File: src/rtl/mac_pkg.sv
// ============================================================================
// Module      : mac_pkg
// Description : Shared state encoding and sizing helper for the MAC stream.
// Revision    : 1.0 - initial release
// ============================================================================
`default_nettype none

package mac_pkg;

    typedef enum logic [1:0] {
        ST_IDLE  = 2'd0,
        ST_LOAD  = 2'd1,
        ST_DRAIN = 2'd2,
        ST_DONE  = 2'd3
    } mac_state_t;

    // Bits needed to hold values 0 .. value-1.
    function automatic int clog2(input int value);
        int r;
        r = 0;
        while ((1 << r) < value) begin
            r = r + 1;
        end
        return r;
    endfunction

endpackage

`default_nettype wire

File: src/rtl/mac_stream_datapath.sv
// ============================================================================
// Module      : mac_stream_datapath
// Description : Operand/product pipeline, saturating accumulator and term counter.
// Revision    : 1.0 - initial release
// ============================================================================
`default_nettype none

module mac_stream_datapath #(
    parameter int DATA_W  = 4,
    parameter int N_TERMS = 8,
    parameter int ACC_W   = 12
) (
    input  logic              clk,
    input  logic              rst,
    input  logic              i_start,
    input  logic              i_mode,
    input  logic              i_xfer,
    input  logic [DATA_W-1:0] i_a,
    input  logic [DATA_W-1:0] i_b,
    output logic              o_last,
    output logic              o_stage1_valid,
    output logic [ACC_W-1:0]  o_acc,
    output logic              o_overflow
);
    import mac_pkg::*;

    localparam int PROD_W = 2 * DATA_W;
    localparam int SUM_W  = ACC_W + 2;
    localparam int EXT_W  = SUM_W - PROD_W;
    localparam int CNT_W  = clog2(N_TERMS + 1);

    localparam logic [CNT_W-1:0] c_LAST_CNT = CNT_W'(N_TERMS - 1);
    localparam logic [ACC_W-1:0] c_SMAX     = {1'b0, {(ACC_W-1){1'b1}}};
    localparam logic [ACC_W-1:0] c_SMIN     = {1'b1, {(ACC_W-1){1'b0}}};
    localparam logic [ACC_W-1:0] c_UMAX     = {ACC_W{1'b1}};

    logic              r_mode;
    logic [DATA_W-1:0] r_a;
    logic [DATA_W-1:0] r_b;
    logic              r_v1;
    logic [PROD_W-1:0] r_prod;
    logic              r_v2;
    logic [ACC_W-1:0]  r_acc;
    logic              r_ovf;
    logic [CNT_W-1:0]  r_cnt;

    logic [PROD_W-1:0] w_a_ext;
    logic [PROD_W-1:0] w_b_ext;
    logic [PROD_W-1:0] w_prod;
    logic [SUM_W-1:0]  w_prod_ext;
    logic [SUM_W-1:0]  w_acc_ext;
    logic [SUM_W-1:0]  w_sum;
    logic [ACC_W-1:0]  w_acc_next;
    logic              w_clamp;

    // Extending both operands to the product width lets one unsigned
    // multiplier serve both modes: the low PROD_W bits are exact either way.
    assign w_a_ext = r_mode ? {{DATA_W{r_a[DATA_W-1]}}, r_a} : {{DATA_W{1'b0}}, r_a};
    assign w_b_ext = r_mode ? {{DATA_W{r_b[DATA_W-1]}}, r_b} : {{DATA_W{1'b0}}, r_b};
    assign w_prod  = w_a_ext * w_b_ext;

    assign w_prod_ext = r_mode ? {{EXT_W{r_prod[PROD_W-1]}}, r_prod}
                               : {{EXT_W{1'b0}}, r_prod};
    assign w_acc_ext  = r_mode ? {{2{r_acc[ACC_W-1]}}, r_acc} : {2'b00, r_acc};
    assign w_sum      = w_acc_ext + w_prod_ext;

    always_comb begin
        w_acc_next = w_sum[ACC_W-1:0];
        w_clamp    = 1'b0;
        if (r_mode) begin
            // In range only when the three top bits agree.
            if ((w_sum[SUM_W-1:ACC_W-1] != 3'b000) &&
                (w_sum[SUM_W-1:ACC_W-1] != 3'b111)) begin
                w_clamp    = 1'b1;
                w_acc_next = w_sum[SUM_W-1] ? c_SMIN : c_SMAX;
            end
        end else if (w_sum[SUM_W-1:ACC_W] != 2'b00) begin
            w_clamp    = 1'b1;
            w_acc_next = c_UMAX;
        end
    end

    always_ff @(posedge clk) begin
        if (rst) begin
            r_mode <= 1'b0;
            r_a    <= '0;
            r_b    <= '0;
            r_v1   <= 1'b0;
            r_prod <= '0;
            r_v2   <= 1'b0;
            r_acc  <= '0;
            r_ovf  <= 1'b0;
            r_cnt  <= '0;
        end else if (i_start) begin
            r_mode <= i_mode;
            r_v1   <= 1'b0;
            r_v2   <= 1'b0;
            r_acc  <= '0;
            r_ovf  <= 1'b0;
            r_cnt  <= '0;
        end else begin
            r_v1 <= i_xfer;
            r_v2 <= r_v1;
            if (i_xfer) begin
                r_a   <= i_a;
                r_b   <= i_b;
                r_cnt <= r_cnt + CNT_W'(1);
            end
            if (r_v1) begin
                r_prod <= w_prod;
            end
            if (r_v2) begin
                r_acc <= w_acc_next;
                if (w_clamp) begin
                    r_ovf <= 1'b1;
                end
            end
        end
    end

    assign o_last         = i_xfer && (r_cnt == c_LAST_CNT);
    assign o_stage1_valid = r_v1;
    assign o_acc          = r_acc;
    assign o_overflow     = r_ovf;

endmodule

`default_nettype wire

File: src/rtl/mac_stream.sv
// ============================================================================
// Module      : mac_stream
// Description : Pipelined multiply-accumulate engine: control FSM and handshake.
// Revision    : 1.0 - initial release
// ============================================================================
`default_nettype none

module mac_stream #(
    parameter int DATA_W  = 4,
    parameter int N_TERMS = 8,
    parameter int ACC_W   = 12
) (
    input  logic              clk,
    input  logic              rst,
    input  logic              go,
    input  logic              signed_mode,
    input  logic              in_valid,
    input  logic [DATA_W-1:0] A,
    input  logic [DATA_W-1:0] B,
    output logic              in_ready,
    output logic [ACC_W-1:0]  out,
    output logic              done,
    output logic              busy,
    output logic              overflow
);
    import mac_pkg::*;

    mac_state_t       r_state;
    mac_state_t       w_next_state;
    logic [ACC_W-1:0] r_out;

    logic             w_start;
    logic             w_xfer;
    logic             w_last;
    logic             w_stage1_valid;
    logic [ACC_W-1:0] w_acc;

    assign w_start = (r_state == ST_IDLE) && go;
    assign w_xfer  = (r_state == ST_LOAD) && in_valid;

    mac_stream_datapath #(
        .DATA_W  (DATA_W),
        .N_TERMS (N_TERMS),
        .ACC_W   (ACC_W)
    ) u_datapath (
        .clk            (clk),
        .rst            (rst),
        .i_start        (w_start),
        .i_mode         (signed_mode),
        .i_xfer         (w_xfer),
        .i_a            (A),
        .i_b            (B),
        .o_last         (w_last),
        .o_stage1_valid (w_stage1_valid),
        .o_acc          (w_acc),
        .o_overflow     (overflow)
    );

    always_ff @(posedge clk) begin
        if (rst) begin
            r_state <= ST_IDLE;
        end else begin
            r_state <= w_next_state;
        end
    end

    always_comb begin
        w_next_state = r_state;
        case (r_state)
            ST_IDLE:  if (go)     w_next_state = ST_LOAD;
            ST_LOAD:  if (w_last) w_next_state = ST_DRAIN;
            // Once stage 1 is empty, the product stage retires into the
            // accumulator on this same edge, so the pipe is empty in DONE.
            ST_DRAIN: if (!w_stage1_valid) w_next_state = ST_DONE;
            ST_DONE:  w_next_state = ST_IDLE;
            default:  w_next_state = ST_IDLE;
        endcase
    end

    // The accumulator clears on go, so the result is captured separately
    // to keep `out` stable until the next operation finishes.
    always_ff @(posedge clk) begin
        if (rst) begin
            r_out <= '0;
        end else if (r_state == ST_DONE) begin
            r_out <= w_acc;
        end
    end

    assign in_ready = (r_state == ST_LOAD);
    assign busy     = (r_state != ST_IDLE);
    assign done     = (r_state == ST_DONE);
    assign out      = (r_state == ST_DONE) ? w_acc : r_out;

endmodule

`default_nettype wire
File: config.mk
export PLATFORM = sky130hd
export DESIGN_NAME = mac_stream
export DESIGN_NICKNAME = d
export VERILOG_FILES = /design/src/rtl/mac_pkg.sv /design/src/rtl/mac_stream_datapath.sv /design/src/rtl/mac_stream.sv
export SDC_FILE = /design/constraint.sdc
export NUM_CORES = 1
export LEC_CHECK = 0
export ABC_CLOCK_PERIOD_IN_PS = 6500
export BUFFER_PORTS_ARGS = -buffer_cell sky130_fd_sc_hd__buf_2
export CAP_MARGIN = 10
export CORE_MARGIN = 1
export CORE_UTILIZATION = 47
export DETAILED_ROUTE_END_ITERATION = 10
export GPL_TIMING_DRIVEN = 0
export PLACE_DENSITY = 0.72
export SYNTH_ARGS = -nofsm -noshare
export SYNTH_HDL_FRONTEND = slang
export SYNTH_SLANG_ARGS = --single-unit
File: constraint.sdc
create_clock -name clk -period 6.5 [get_ports clk]
set_clock_uncertainty 0.05 [all_clocks]
set_input_delay 1.95 -clock clk [delete_from_list [all_inputs] [get_ports clk]]
set_output_delay 1.95 -clock clk [all_outputs]
set_load 0.05 [all_outputs]
==> results of run 1 <==
-- registers in the layout, summed over array words and instances, names as in the netlist, 2 cells and up --
register and flops:
u_datapath.o_acc 12, u_datapath.r_cnt 4, u_datapath.r_prod 8, r_state 2
u_datapath.r_a 4, u_datapath.r_b 4, r_out 12
-- worst max-delay path, cell delays in order, from the launching register on --
cell and delay, ns:
dfxtp_1 0.40, clkbuf_1 0.41, nand3_1 0.23, fa_1 0.46
inv_1 0.08, fa_1 0.40, inv_1 0.08, fa_1 0.43
fa_1 0.55, inv_1 0.04, ha_1 0.32, a21oi_1 0.17
xnor2_1 0.15, xnor2_1 0.08, a211oi_1 0.21
-- cell usage in the layout (no fill, tap or decap), types with 7 or more instances in the layout --
cell      netlist  routed
dfxtp_1        50      50
nand2_1        42      42
ha_1           35      35
nor2_1         31      31
inv_1          29      29
a21oi_1        29      29
buf_2           0      27
and2_1         15      15
fa_1           13      13
mux2_2         12      12
a211oi_2       12      12
xnor2_1        12      12
nor2b_1        12      12
xor2_1         11      11
nand3_1        10      10
clkbuf_1        7       7
o21ai_0         7       7
-- final cells by class --
cell class / instances / share of cell area
tap: 99 / 0.0320
clock buffer: 5 / 0.0178
clock inverter: 3 / 0.0126
inverter: 29 / 0.0281
timing repair buffer: 27 / 0.0349
buffer: 10 / 0.0126
sequential: 50 / 0.258
multi-input combinational: 303 / 0.604
-- routing by layer --
metal  track usage  share of wire  vias to the layer above
met5             0              0                        -
li1              -              -                     1428
met1         0.247           0.49                     1317
met3        0.0336          0.025                        6
met2         0.328           0.48                       44
met4        0.0572          0.011                        0
-- cell families after synthesis --
| group | count (synthesis) |
|---|---|
| buf+inv | 39 |
| mux | 13 |
| flops | 50 |
| fa+ha+maj | 48 |
| simple gates | 134 |
| xor+xnor | 23 |
| compound gates | 85 |
-- per-stage QoR --
step / cells / cell area, um^2 / setup slack, ns
5_1_grt: 526 / 3870 / 2.03
3_5_place_dp: 518 / 3750 / 2.37
2_1_floorplan: 392 / 3500 / 2.73
3_3_place_gp: 518 / 3750 / 2.41
6_report: 526 / 3870 / 2.36
4_1_cts: 526 / 3870 / 2.34
-- worst max path at each step --
stage,cells past startpoint,end
6_report,14,u_datapath.r_prod[7]
5_1_grt,14,u_datapath.r_prod[7]
4_1_cts,14,u_datapath.r_prod[7]
3_5_place_dp,14,u_datapath.r_prod[7]
3_3_place_gp,14,u_datapath.r_prod[7]
2_1_floorplan,3,out[10]
-- power groups by stage --
stage	Clock (mW)	Sequential, mW	Combinational [mW]
floorplan	0	0.344	0.140
global placement	0	0.350	0.172
detailed placement	0	0.351	0.178
CTS	0.238	0.344	0.178
global route	0.251	0.348	0.198
finish	0.234	0.344	0.177
==> results.py, run 1 <==
metrics = {
    "global_routing": {
        "grtUsageTotal": 0.192,
        "grt_remaining_overflow": 0,
        "grt_pass1_wl_um": 11800,
        "antenna_found_initial": 0,
        "grt_pass1_vias": 2743,
        "grt_max_degree": 18,
    },
    "timing": {
        "fin_crit_sh": 0.637,
        "tightest_slew_ns": 0.619,
        "maxSlewHeadroom": 0.588,
        "fmax_mhz": 242,
        "rsz0062_at_grt": "no",
        "hold_violations": 0,
        "fin_crit_ns": 4.14,
        "whs_ns": 0.414,
        "tns_ns": 0,
        "slew_violations": 0,
        "setup_violations": 0,
    },
    "synth": {
        "synth_cells": 392,
        "synth_area_mm2": 0.00350,
        "seq_area_frac_synth": 0.286,
        "yosysTopAreaCell": "dfxtp_1",
        "synth_top_area_frac": 0.286,
        "ys_top_cells_by_count": "50 x dfxtp_1, 42 x nand2_1, 35 x ha_1, 31 x nor2_1",
        "synth_area_per_cell_um2": 8.92,
        "muxShareOfSynthArea": 0.0415,
        "ys_ff_latch": 50,
        "yosys.area_share.simple": 0.186,
        "synth_xor_area_frac": 0.0576,
        "synth_compound_area_frac": 0.184,
        "async_reset_ff_frac": 0,
        "synth_edf_count": 0,
        "syn_nets": 453,
        "ys.flop_type": "dfxtp_1",
        "ys_warn_count": 0,
        "ys_types": 55,
        "synthMostInstantiatedCell": "dfxtp_1",
        "synth_top_family_by_area": "adder cells",
        "synth_area_leaders": "dfxtp_1 29%, ha_1 13%, fa_1 7.4%, nand2_1 4.5%, a211oi_2 4.3%",
        "synthAdderAreaFrac": 0.200,
    },
    "die": {
        "initial_utilization": 0.485,
        "core_mm2": 0.00721,
        "io_pins": 29,
        "chipHeight_um": 88.2,
        "dieWidth_um": 88.2,
        "num_rows": 31,
        "die_area_mm2": 0.00779,
    },
    "flow_run": {
        "drv_cap": 0,
    },
    "clocking": {
        "clk_latency_ns": 0.31,
        "cts_tree": "done",
        "ctsRootBufferMaster": "clkbuf_8",
        "cts_resized": 0,
        "cts_setup_buffers": 0,
        "cts_num_sinks": 50,
        "h-tree-depth": 2,
        "ctsHoldBuffers": 0,
        "cts_buffers": 5,
        "clk_path_buf_depth": 2,
        "clk_pin_slew_worst_paths_ns": 0.10,
    },
    "pwr": {
        "seqPwrFrac": 0.456,
        "p_per_area_mw_per_mm2": 195,
        "total_power_uw": 754,
        "power_switching_share": 0.341,
        "p_int_uw": 497,
        "pwr-share-comb": 0.234,
        "p_leak_nw": 1.77,
        "ir_drop_mv": 0.211,
        "switchingPower_uw": 258,
        "p_clk_frac": 0.310,
    },
    "setup_path": {
        "crit_required_ns": 6.68,
        "startpoint_type": "register",
        "arrival_ns": 4.32,
        "r2r-end": "u_datapath.r_prod[7]",
        "critPathLaunch": "u_datapath.r_mode",
        "r2r.worst_path.cells": 14,
        "critPathKind": "reg2reg",
        "path_max_fanout": 10,
        "reg2reg_from": "u_datapath.r_mode",
        "cp-end-kind": "register",
        "ff2ff_setup_slack_ns": 2.36,
    },
    "placement": {
        "gp_congestion": 0.861,
        "port_buffers": 27,
        "hpwl_um": 5400,
    },
    "route": {
        "vias": 2795,
        "post_drt_via_cell_ratio": 5.31,
        "ant_nets": 0,
        "drt_iter0_markers": 97,
        "post_drt_wl_per_cell_um": 13.0,
        "first_pass_iters": 7,
        "routed_wl_um": 6860,
        "drc_errors": 0,
    },
    "final_layout": {
        "n_antenna_cell": 0,
        "area_growth_pct": 10.8,
        "layout-drive-gt1-share": 0.162,
        "fillers": 699,
        "multi_input_area_mm2": 0.00234,
        "final_util": 0.537,
        "layout.nets": 487,
        "regArea_mm2": 0.00100,
    },
    "outcome": {
        "status": "finished clean",
    },
    "hold_path": {
        "whs_endpoint": "u_datapath.r_prod[0]",
        "hold_depth": 2,
        "min_from": "u_datapath.r_prod[0]",
        "hp-class": "reg2reg",
    },
}
No activity file was read; power rests on OpenSTA's default activity.
==> run 2, diff against run 1 <==
- ABC_CLOCK_PERIOD_IN_PS: 6500 -> 3400
- PLACE_DENSITY: 0.72 -> 0.75
- clock period: 6.5 -> 3.4 ns (I/O delays scaled with it)
==> results.py, run 2 (synthesis results as in run 1) <==
metrics = {
    "clocking": {
        "cts_tree": "done",
        "clk_latency_ns": 0.31,
        "ctsRootBufferMaster": "clkbuf_8",
        "cts_buffers": 5,
        "clk_pin_slew_worst_paths_ns": 0.09,
        "cts_num_sinks": 50,
        "clk_path_buf_depth": 2,
        "h-tree-depth": 2,
        "ctsHoldBuffers": 0,
    },
    "global_routing": {
        "grtUsageTotal": 0.201,
        "grt_remaining_overflow": 0,
        "antenna_found_initial": 0,
        "grt_pass1_vias": 2800,
        "grt_max_degree": 17,
        "grt_pass1_wl_um": 12200,
    },
    "final_layout": {
        "layout-drive-gt1-share": 0.223,
        "layout_common_cells": "45 x dfxtp_1, 42 x nand2_1, 32 x ha_1",
        "area_growth_pct": 14.9,
        "fin_area_mm2": 0.00402,
        "n_antenna_cell": 0,
        "layout.nets": 491,
        "final_cells": 530,
        "final_common_cell": "dfxtp_1",
    },
    "setup_path": {
        "reg2reg_from": "u_datapath.r_mode",
        "crit_required_ns": 3.57,
        "ff2ff_setup_slack_ns": -0.08,
        "startpoint_type": "register",
        "critPathLaunch": "u_datapath.r_mode",
        "arrival_ns": 3.65,
        "critPathKind": "reg2reg",
        "path_max_fanout": 5,
        "cp-end-kind": "register",
    },
    "placement": {
        "dp_cells": 518,
        "port_buffers": 27,
        "dp_slack_ns": -0.196,
        "gp_congestion": 0.853,
        "hpwl_um": 5630,
        "placed_area_mm2": 0.00382,
    },
    "timing": {
        "slew_violations": 0,
        "maxSlewHeadroom": 0.585,
        "setup_violations": 1,
        "fmax_mhz": 287,
        "rsz0062_at_grt": "yes",
        "tightest_slew_ns": 0.623,
        "fin_crit_sh": 1.02,
        "fin_crit_ns": 3.48,
        "hold_violations": 0,
        "setup_ws_ns": -0.0837,
    },
    "flow_run": {
        "drv_cap": 0,
    },
    "route": {
        "first_pass_iters": 4,
        "post_drt_wl_per_cell_um": 14.0,
        "post_drt_via_cell_ratio": 5.34,
        "drc_errors": 0,
        "vias": 2829,
        "routed_wl_um": 7420,
        "drt_iter0_markers": 121,
        "ant_nets": 0,
    },
    "die": {
        "dieWidth_um": 88.2,
        "num_rows": 31,
        "die_area_mm2": 0.00779,
        "io_pins": 29,
        "chipHeight_um": 88.2,
        "core_mm2": 0.00721,
        "initial_utilization": 0.485,
    },
    "outcome": {
        "status": "complete, but fails checks",
        "violations": "negative setup slack",
    },
    "pwr": {
        "p_leak_nw": 1.79,
        "p_clk_frac": 0.259,
        "seqPwrFrac": 0.479,
        "power_switching_share": 0.361,
        "pwr-share-comb": 0.262,
        "ir_drop_mv": 0.426,
        "p_int_uw": 887,
        "switchingPower_uw": 501,
        "p_per_area_mw_per_mm2": 346,
    },
    "hold_path": {
        "hp-class": "reg2reg",
        "min_from": "u_datapath.r_prod[0]",
    },
}
[run 2: cell count changes in the layout (fill, tap and decap cells not counted), moves of 2 or more]
cell	delta
dfxtp_1	-5
buf_4	+4
fa_1	-4
fa_2	+4
dfxtp_2	+3
ha_1	-3
ha_4	+3
inv_1	-3
inv_2	+3
nand3_1	-3
nand3_4	+3
and3_1	-2
clkinv_2	+2
dfxtp_4	+2
[run 2: repair_timing]
action                                  CTS  global route
endpoints found under the setup margin    2             2
setup buffers                             4             0
resized for setup                        10             8
pin swaps                                 8             9
[run 2: cell type report]
class / instances / area (um^2)
fill: 667 / 3200
multi-input combinational: 303 / 2450
sequential: 50 / 1010
timing repair buffer: 31 / 165
tap: 99 / 124
inverter: 29 / 109
buffer: 10 / 70.1
clock buffer: 5 / 68.8
clock inverter: 3 / 18.8
[run 2: path summary, 6_finish.rpt]
kind	endpoint	cells after the start
worst min register to register	u_datapath.r_prod[0]	2
worst min-delay path	u_datapath.r_prod[0]	2
worst max-delay path	u_datapath.r_prod[7]	14
worst max register to register	u_datapath.r_prod[7]	14
[run 2: per-stage QoR]
| step | hold WS, ns | utilization | setup TNS [ns] | total power [mW] |
|---|---|---|---|---|
| final | 0.417 | 0.557 | -0.0837 | 1.39 |
| after detailed placement | 0.405 | 0.530 | -0.196 | 1.02 |
| after global routing | 0.434 | 0.557 | -0.247 | 1.45 |
| after floorplan | 0.386 | - | 0 | 0.935 |
| after global placement | 0.407 | 0.530 | -0.156 | 1.01 |
| after CTS | 0.416 | 0.551 | -0.109 | 1.39 |
[run 2: power by group through the flow]
stage	sequential [mW]	clock (mW)	combinational, mW
5_1_grt	0.671	0.384	0.398
4_1_cts	0.663	0.363	0.362
2_1_floorplan	0.661	0	0.274
6_report	0.665	0.360	0.363
3_3_place_gp	0.674	0	0.334
3_5_place_dp	0.676	0	0.345
[run 2: critical path, cell delays in order (launching register included)]
cell,delay (ns)
dfxtp_4,0.37
clkbuf_16,0.16
and3_4,0.17
fa_2,0.34
fa_1,0.44
ha_1,0.29
inv_1,0.05
fa_1,0.49
inv_2,0.05
ha_4,0.24
a21o_1,0.19
a21oi_4,0.14
xnor2_2,0.13
xnor2_1,0.10
a211oi_1,0.20
[run 2: per-layer routing]
metal | wire, um | global-route usage | up-vias
met5 | 0 | 0 | -
met1 | 3530 | 0.254 | 1353
met2 | 3700 | 0.352 | 42
li1 | - | - | 1432
met3 | 167 | 0.0336 | 2
met4 | 25 | 0.0572 | 0
